--- src/rtl/dmem_load_if.sv ---
// Load-alignment bus: MEM-stage load requests, the data-memory read word,
// and the writeback result handshake.
//   master : request/consumer side (MEM stage, memory, WB stage)
//   slave  : the load aligner
//   req_valid/req_ready       request handshake
//   req_funct3/addr_lo/rd     load type, address bits [1:0], destination tag
//   dmem_rdata                read word, valid the cycle after an accept
//   wb_valid/wb_ready         result handshake toward writeback
//   wb_data/wb_rd/wb_err      extended data, tag, misaligned/illegal flag
interface dmem_load_if;
    logic        req_valid;
    logic        req_ready;
    logic [2:0]  req_funct3;
    logic [1:0]  req_addr_lo;
    logic [4:0]  req_rd;
    logic [31:0] dmem_rdata;
    logic        wb_valid;
    logic        wb_ready;
    logic [31:0] wb_data;
    logic [4:0]  wb_rd;
    logic        wb_err;

    modport master (
        output req_valid, req_funct3, req_addr_lo, req_rd, dmem_rdata, wb_ready,
        input  req_ready, wb_valid, wb_data, wb_rd, wb_err
    );

    modport slave (
        input  req_valid, req_funct3, req_addr_lo, req_rd, dmem_rdata, wb_ready,
        output req_ready, wb_valid, wb_data, wb_rd, wb_err
    );
endinterface

--- src/rtl/dmem_load_align.sv ---
// Load data aligner. Accepts a load request, samples the synchronous memory
// word in the following cycle, extracts and extends the addressed
// byte/half/word (or flags an error) and queues the result in a DEPTH-entry
// FIFO toward writeback.
//   clk    : rising-edge clock
//   rst_n  : asynchronous active-low reset
//   flush  : synchronous discard of the pending load and all queued results
//   bus    : dmem_load_if.slave (request, memory word, writeback result)
module dmem_load_align #(
    parameter int DEPTH = 3
) (
    input  logic       clk,
    input  logic       rst_n,
    input  logic       flush,
    dmem_load_if.slave bus
);
    localparam int PTR_W = (DEPTH > 1) ? $clog2(DEPTH) : 1;
    localparam int CNT_W = $clog2(DEPTH + 1);

    // Pending stage: request captured at accept, memory word arrives next cycle
    logic             p_valid_reg;
    logic [2:0]       p_funct3_reg;
    logic [1:0]       p_addr_lo_reg;
    logic [4:0]       p_rd_reg;

    logic [CNT_W-1:0] count_reg;
    logic [PTR_W-1:0] wr_ptr_reg;
    logic [PTR_W-1:0] rd_ptr_reg;

    logic [CNT_W:0]   occupancy;
    logic             accept;
    logic             wr_en;
    logic             rd_en;

    logic [7:0]       sel_byte;
    logic [15:0]      sel_half;
    logic [31:0]      ext_data;
    logic             ext_err;

    logic [31:0]      slot_data [DEPTH];
    logic [4:0]       slot_rd   [DEPTH];
    logic             slot_err  [DEPTH];

    // The pending word counts against capacity so it always has a slot reserved.
    assign occupancy     = {1'b0, count_reg} + {{CNT_W{1'b0}}, p_valid_reg};
    assign bus.req_ready = !flush && (occupancy < (CNT_W+1)'(DEPTH));
    assign accept        = bus.req_valid && bus.req_ready;
    assign wr_en         = p_valid_reg && !flush;
    assign rd_en         = bus.wb_valid && bus.wb_ready && !flush;

    // Lane selection and extension of the memory word for the pending load
    always_comb begin
        sel_byte = bus.dmem_rdata[8*p_addr_lo_reg +: 8];
        sel_half = p_addr_lo_reg[1] ? bus.dmem_rdata[31:16] : bus.dmem_rdata[15:0];
        ext_data = '0;
        ext_err  = 1'b0;
        case (p_funct3_reg)
            3'b000: ext_data = {{24{sel_byte[7]}}, sel_byte};
            3'b100: ext_data = {24'b0, sel_byte};
            3'b001, 3'b101: begin
                if (p_addr_lo_reg[0]) begin
                    ext_err = 1'b1;
                end else if (p_funct3_reg[2]) begin
                    ext_data = {16'b0, sel_half};
                end else begin
                    ext_data = {{16{sel_half[15]}}, sel_half};
                end
            end
            3'b010: begin
                if (p_addr_lo_reg != 2'b00) begin
                    ext_err = 1'b1;
                end else begin
                    ext_data = bus.dmem_rdata;
                end
            end
            default: ext_err = 1'b1;
        endcase
    end

    always_ff @(posedge clk or negedge rst_n) begin
        if (!rst_n) begin
            p_valid_reg   <= 1'b0;
            p_funct3_reg  <= '0;
            p_addr_lo_reg <= '0;
            p_rd_reg      <= '0;
        end else begin
            // accept is already blocked by flush through req_ready
            p_valid_reg <= accept;
            if (accept) begin
                p_funct3_reg  <= bus.req_funct3;
                p_addr_lo_reg <= bus.req_addr_lo;
                p_rd_reg      <= bus.req_rd;
            end
        end
    end

    always_ff @(posedge clk or negedge rst_n) begin
        if (!rst_n) begin
            count_reg  <= '0;
            wr_ptr_reg <= '0;
            rd_ptr_reg <= '0;
        end else if (flush) begin
            count_reg  <= '0;
            wr_ptr_reg <= '0;
            rd_ptr_reg <= '0;
        end else begin
            if (wr_en) begin
                wr_ptr_reg <= (wr_ptr_reg == PTR_W'(DEPTH-1)) ? '0 : wr_ptr_reg + 1'b1;
            end
            if (rd_en) begin
                rd_ptr_reg <= (rd_ptr_reg == PTR_W'(DEPTH-1)) ? '0 : rd_ptr_reg + 1'b1;
            end
            if (wr_en && !rd_en) begin
                count_reg <= count_reg + 1'b1;
            end else if (!wr_en && rd_en) begin
                count_reg <= count_reg - 1'b1;
            end
        end
    end

    // One register slot per FIFO entry
    for (genvar gi = 0; gi < DEPTH; gi++) begin : g_slot
        logic [31:0] data_reg;
        logic [4:0]  rd_reg;
        logic        err_reg;

        always_ff @(posedge clk or negedge rst_n) begin
            if (!rst_n) begin
                data_reg <= '0;
                rd_reg   <= '0;
                err_reg  <= 1'b0;
            end else if (wr_en && (wr_ptr_reg == PTR_W'(gi))) begin
                data_reg <= ext_data;
                rd_reg   <= p_rd_reg;
                err_reg  <= ext_err;
            end
        end

        assign slot_data[gi] = data_reg;
        assign slot_rd[gi]   = rd_reg;
        assign slot_err[gi]  = err_reg;
    end

    // Head outputs are masked while empty so no stale entry is ever visible
    assign bus.wb_valid = (count_reg != '0);
    assign bus.wb_data  = bus.wb_valid ? slot_data[rd_ptr_reg] : '0;
    assign bus.wb_rd    = bus.wb_valid ? slot_rd[rd_ptr_reg]   : '0;
    assign bus.wb_err   = bus.wb_valid ? slot_err[rd_ptr_reg]  : 1'b0;
endmodule

--- src/flat_wrapper.sv ---
// flat-port wrapper written by rule: the top's interface ports become plain ports
module dmem_load_align_flat 
#(
    parameter int DEPTH = 3
)
  (clk, rst_n, flush, bus_req_valid, bus_req_funct3, bus_req_addr_lo, bus_req_rd, bus_dmem_rdata, bus_wb_ready, bus_req_ready, bus_wb_valid, bus_wb_data, bus_wb_rd, bus_wb_err);
  dmem_load_if bus_i ();
  input  logic clk;
  input  logic rst_n;
  input  logic flush;
  input wire logic [$bits(bus_i.req_valid)-1:0] bus_req_valid;
  input wire logic [$bits(bus_i.req_funct3)-1:0] bus_req_funct3;
  input wire logic [$bits(bus_i.req_addr_lo)-1:0] bus_req_addr_lo;
  input wire logic [$bits(bus_i.req_rd)-1:0] bus_req_rd;
  input wire logic [$bits(bus_i.dmem_rdata)-1:0] bus_dmem_rdata;
  input wire logic [$bits(bus_i.wb_ready)-1:0] bus_wb_ready;
  output wire logic [$bits(bus_i.req_ready)-1:0] bus_req_ready;
  output wire logic [$bits(bus_i.wb_valid)-1:0] bus_wb_valid;
  output wire logic [$bits(bus_i.wb_data)-1:0] bus_wb_data;
  output wire logic [$bits(bus_i.wb_rd)-1:0] bus_wb_rd;
  output wire logic [$bits(bus_i.wb_err)-1:0] bus_wb_err;
  assign bus_i.req_valid = bus_req_valid;
  assign bus_i.req_funct3 = bus_req_funct3;
  assign bus_i.req_addr_lo = bus_req_addr_lo;
  assign bus_i.req_rd = bus_req_rd;
  assign bus_i.dmem_rdata = bus_dmem_rdata;
  assign bus_i.wb_ready = bus_wb_ready;
  assign bus_req_ready = bus_i.req_ready;
  assign bus_wb_valid = bus_i.wb_valid;
  assign bus_wb_data = bus_i.wb_data;
  assign bus_wb_rd = bus_i.wb_rd;
  assign bus_wb_err = bus_i.wb_err;
  dmem_load_align #(.DEPTH(DEPTH)) u_core (.clk(clk), .rst_n(rst_n), .flush(flush), .bus(bus_i));
endmodule
--- config.mk ---
export PLATFORM = sky130hd
export DESIGN_NAME = dmem_load_align_flat
export DESIGN_NICKNAME = d
export VERILOG_FILES = /design/src/rtl/dmem_load_if.sv /design/src/rtl/dmem_load_align.sv /design/src/flat_wrapper.sv
export SDC_FILE = /design/constraint.sdc
export NUM_CORES = 1
export LEC_CHECK = 0
export CAP_MARGIN = 5
export CORE_MARGIN = 2
export CORE_UTILIZATION = 35
export CTS_BUF_LIST = sky130_fd_sc_hd__clkbuf_2
export CTS_CLUSTER_DIAMETER = 200
export CTS_CLUSTER_SIZE = 28
export DETAILED_ROUTE_END_ITERATION = 6
export MAX_ROUTING_LAYER = met4
export PLACE_DENSITY = 0.55
export SLEW_MARGIN = 40
export SYNTH_ARGS = -nofsm -noshare
export SYNTH_HDL_FRONTEND = slang
export SYNTH_SLANG_ARGS = --single-unit
--- constraint.sdc ---
create_clock -name clk -period 2.9 [get_ports clk]
set_input_delay 0.58 -clock clk [delete_from_list [all_inputs] [get_ports clk]]
set_output_delay 0.58 -clock clk [all_outputs]
set_load 0.02 [all_outputs]
Yosys cells after proc, flatten, opt, wreduce, memory -nomap -nowiden
Index checks and enable logic that the tools add are counted.

storage, ports and cells
  register bits = 131
  input bits = 47

cells by class
  add/subtract/negate cells = 5
  magnitude comparators = 2
  equality and inequality tests = 7
  shift-type cells = 1
  mux-type cells = 29
  bitwise logic cells = 1
  reduce and logical (&&, ||, !) cells = 22

operators by type and width
  operator                                                               count
  32-bit two-way mux                                                     6
  32-bit case mux with 4 select lines                                    1
  32-bit binary-select mux with 2-bit select                             1
  32-bit by 6-bit variable part select with 8-bit output                 1
  2-bit two-way mux                                                      9
  16-bit two-way mux                                                     1
  5-bit two-way mux                                                      3
  5-bit binary-select mux with 2-bit select                              1
  1-bit logical AND                                                      10
  2-bit nonzero test                                                     4
  2-bit by 1-bit adder with 2-bit output (second input constant)         3
  3-bit == test (second input constant)                                  2
  1-bit two-way mux                                                      5
  2-bit == test (second input constant)                                  2
  2-bit OR reduction                                                     2
  2-bit by 1-bit adder with 3-bit output                                 1
  3-bit by 1-bit == test with 1-bit output (second input constant)       1
  3-bit by 2-bit == test with 1-bit output (second input constant)       1
  3-bit greater-or-equal comparator (second input constant)              1
  1-bit logical NOT                                                      3
  3-bit logical NOT                                                      1
  3-bit by 2-bit < comparator with 1-bit output (second input constant)  1
  2-bit NOT with 3-bit output                                            1
  1-bit case mux with 3 select lines                                     1
  other kinds (5)                                                        5

Logic depth before layout (Yosys ltp)
  depth after elaboration = 7
  mapped depth = 8
  mapped depth without buffers = 5

Least setup slack after synthesis
No wires, ideal clock.

  kind = reg-to-reg
  from = register u_core.count_reg[0]
  to = register u_core.p_addr_lo_reg[0]
  data arrival time = 2.189 ns
  required time = 2.775 ns
  path slack = 0.586 ns
  cell stages (with the launch flop) = 7
  buffers on the path = 1
  period minus slack after synthesis = 2.314 ns
  path through = dfrtp_1 -> ha_1 -> ha_1 -> a211oi_1 -> nand2_1 -> clkbuf_1 -> mux2_2

on the way
  word-level cells in the longest chain between the ends = 4

RTL lines
  element                                        RTL line                RTL
  start, declared                                dmem_load_align.sv:26   logic [CNT_W-1:0] count_reg;
  start signal, assigned                         dmem_load_align.sv:114  count_reg <= count_reg + 1'b1;
  start signal, assigned                         dmem_load_align.sv:116  count_reg <= count_reg - 1'b1;
  2-bit by 1-bit adder with 3-bit output         dmem_load_align.sv:45   assign occupancy = {1'b0, count_reg} + {{CNT_W{1'b0}}, p_valid_reg};
  3-bit by 2-bit < comparator with 1-bit output  dmem_load_align.sv:46   assign bus.req_ready = !flush && (occupancy < (CNT_W+1)'(DEPTH));
  1-bit logical AND                              dmem_load_align.sv:46
  net bus_req_ready                              flat_wrapper.sv:17      output wire logic [$bits(bus_i.req_ready)-1:0] bus_req_ready;
  1-bit logical AND                              dmem_load_align.sv:47   assign accept = bus.req_valid && bus.req_ready;
  end signal, assigned                           dmem_load_align.sv:91   p_addr_lo_reg <= bus.req_addr_lo;
  end, declared                                  dmem_load_align.sv:23   logic [1:0] p_addr_lo_reg;

The timed path passes the listed nets, and every way through them passes these cells.
A chain may end at the register's enable or synchronous reset.

Worst setup path after layout
  from = register u_core.rd_ptr_reg[1]
  to = output bus_wb_data[2]

on the way
  word-level cells in the longest chain between the ends = 5

RTL lines
  element                                                RTL line                RTL
  start, declared                                        dmem_load_align.sv:28   logic [PTR_W-1:0] rd_ptr_reg;
  start signal, assigned                                 dmem_load_align.sv:111  rd_ptr_reg <= (rd_ptr_reg == PTR_W'(DEPTH-1)) ? '0 : rd_ptr_reg + 1'b1;
  2-bit NOT with 3-bit output (implied by the code)      dmem_load_align.sv:146  assign bus.wb_data = bus.wb_valid ? slot_data[rd_ptr_reg] : '0;
  32-bit binary-select mux with 2-bit select             dmem_load_align.sv:146
  32-bit two-way mux (implied by the code) (2 in a row)  dmem_load_align.sv:146
  32-bit two-way mux                                     dmem_load_align.sv:146
  end, declared                                          flat_wrapper.sv:19      output wire logic [$bits(bus_i.wb_data)-1:0] bus_wb_data;

No other way between the ends. The select of a mux whose other input is x is not followed.

==> out/metrics.csv <==
metric;value;unit
status;complete, but fails checks;
violated checks;design-rule violations;
Arr. time, crit path;2.25;ns
GRT met1 Usage;26.9;%
share of layout cells above drive strength 1;17.0;%
sequential share of power;50.4;%
Worst Path Max Fanout;25;
MaxCap Viol Count;0;
Initial Utilization;35.8;%
hold_ws;0.441;ns
Commonest cells post-synth;dfrtp_1, nand2_1, nor2_1;
RePlAce Congestion;0.854;
grt total ovfl;0;
reg-to-reg endpoint;u_core.p_funct3_reg[1];
Synth cell types;45;
Final Critical Period;2.83;ns
synth top area cells;dfrtp_1, o22a_1, mux2i_1, nand2_1, nor2_1;
Crit. End Element;primary output;
io pins;87;
die area;0.0196;mm^2
Non-Filler Instances;988;
Post-Synthesis Net Count;709;
port buffer count;86;
die height;140;um
net switching power;0.00159;W
worst r2r src;u_core.count_reg[0];
most common cell in the netlist;dfrtp_1;
DPL Wire Length;12.7;mm
Switching Fraction;31.8;%
Final Total Pwr;0.00501;W
CTS H-Tree Depth;4;
initial antenna violation count;1;
PD cells;639;mW/mm^2
max-slew violations;0;
area leader, netlist;dfrtp_1;
synthesized instance count;660;
Vias;5238;
drt total wl;18.6;mm
Tightest Pin Transition;0.762;ns
Ys Warns;0;
EDFF count, synth;0;
Critical Path Source;u_core.rd_ptr_reg[1];
register area share after synthesis;50.6;%
Num CTS Buffers;17;
Yosys top cell area share;50.6;%
first-pass GRT wire length;30.0;mm
vias in the first global route;5376;
P&R area growth vs syn;21.0;%
Final Skew;0.0204;ns
First-pass DRT Iterations;7;
final hold violation count;0;
flops & latches, synth;131;
Clock Sinks;131;
final setup vio count;0;
kind of start point of the critical path;register;
crit path kind;reg -> out;
clock share of power;25.2;%
FF-to-FF setup slack;0.67;ns
Hold Path Class;in -> async;
dpl cells;950;
max reg flops;96;
DIE WIDTH;140;um
clk buf depth;2;
clk_lat worst skew;0.73;ns
core area;0.0181;mm^2
largest net degree at the start of global routing;132;
vias per cell;5.30;
Final Cycle Share;97.4;%
combinational share of power;24.4;%
relative slew slack;49.2;%
CTS tree;yes;
clk slew on worst S/H paths;0.20;ns
M3 GR Usage;3.86;%
Final Core Density;43.4;%
RSZ-0062 raised after global routing;true;
clk root buf;clkbuf_2;
Power Internal;0.00342;W
Most Crowded Layer GR;met2;
VDD IR max;275;uV
Final #Nets;794;
cell depth of the worst flop-to-flop path;5;
async set-reset flop share out of synthesis;100;%
Leakage Power;3.43;nW
met2 Track Usage GR;31.6;%
initial drt markers;274;
WL/cell;18.8;um
row count;49;
synthesized cell area;0.00648;mm^2
Synth Flop Type;dfrtp_1;
Final ANT Viol Nets;0;
syn avg cell area;9.82;um^2
f_max;354;MHz
DR DRC count;2;
CP required;2.32;ns
Total GRT Usage;20.3;%
==> cells by family (layout without fill, tap and decap cells) <==
group	count (synthesis)	in the layout	share of synthesized area, %
and+or+nand+nor	241	241	18.1
AOI/OAI and AO/OA	180	180	18.7
DFF	131	131	50.6
muxes	52	52	8.25
buffers and inverters	52	150	3.73
adders and majority gates	2	2	0.386
xor gates and xnor gates	2	2	0.270
other	0	1	0
==> power by group through the flow <==
stage | Clock (W) | Combinational, W | Sequential, W
floorplan | 0 | 0.000891 | 0.00246
global placement | 0 | 0.00121 | 0.00253
detailed placement | 0 | 0.00125 | 0.00256
CTS | 0.00131 | 0.00124 | 0.00252
global route | 0.00138 | 0.00136 | 0.00259
finish | 0.00126 | 0.00122 | 0.00253
==> layout by cell type (no fill, tap or decap), drive strengths merged, types with 2 or more instances in the layout <==
master           n
o22a            76
nor2            88
o21ai           36
buf             29
xnor2            2
clkinvlp         3
nor3b            3
or3b             2
and2            16
nor2b           17
dlygate4sd2      4
nand3b           3
bufinv           4
nand2b           4
a21oi           61
clkdlybuf4s50   45
nand2           93
mux2i           41
clkinv           7
ha               2
dfrtp          131
dlymetal6s2s     2
clkbuf          49
mux2            11
nor3             3
inv              5
nand3            4
==> cell type report <==
| class | count | area (um^2) |
|---|---|---|
| multi-input cells | 477 | 3010 |
| flip-flops and latches | 131 | 3280 |
| well taps | 229 | 287 |
| clock inverters | 15 | 189 |
| clock buffers | 17 | 85.1 |
| fillers | 1765 | 10200 |
| diodes | 1 | 2.50 |
| repair buffers | 114 | 970 |
| inverters | 4 | 15.0 |
==> metrics by stage <==
stage                     setup WS (ns)  instance area, um^2  TNS, ns
after floorplan                   0.586                 6480        0
after global placement            0.403                 7630        0
after detailed placement          0.389                 7630        0
after CTS                        -0.256                 7900   -0.449
after global routing             -0.117                 7840   -0.480
final                            0.0740                 7840        0
==> timing repair <==
item                                    4_1_cts  5_1_grt
endpoints found under the setup margin       40       39
setup buffers                                 1        3
endpoints found under the hold margin       131        0
pin swaps                                     1        0
hold buffers                                  1        0
resized for setup                            56       69
==> layer usage <==
layer | vias up | routed length [um]
met5 | - | 0
met4 | 0 | 405
met3 | 26 | 615
met2 | 106 | 8930
met1 | 2626 | 8660
li1 | 2480 | -
==> worst max path at each step <==
stage                                                to  slack, ns  cells past startpoint
after global routing                    bus_wb_data[25]      -0.12                      6
final                                    bus_wb_data[2]       0.07                      6
after global placement    u_core.g_slot[2].data_reg[12]       0.40                      5
after CTS                               bus_wb_data[28]      -0.26                      6
after floorplan                 u_core.p_addr_lo_reg[0]       0.59                      6
after detailed placement  u_core.g_slot[2].data_reg[10]       0.39                      5
==> critical path, cell delays in order (launching register included) <==
cell	delay, ns
dfrtp_2	0.48
buf_12	0.24
mux2i_1	0.22
nor2_1	0.06
a21oi_1	0.12
nor2_1	0.06
dlygate4sd2_1	0.32
(Power assumes the default switching activity.)
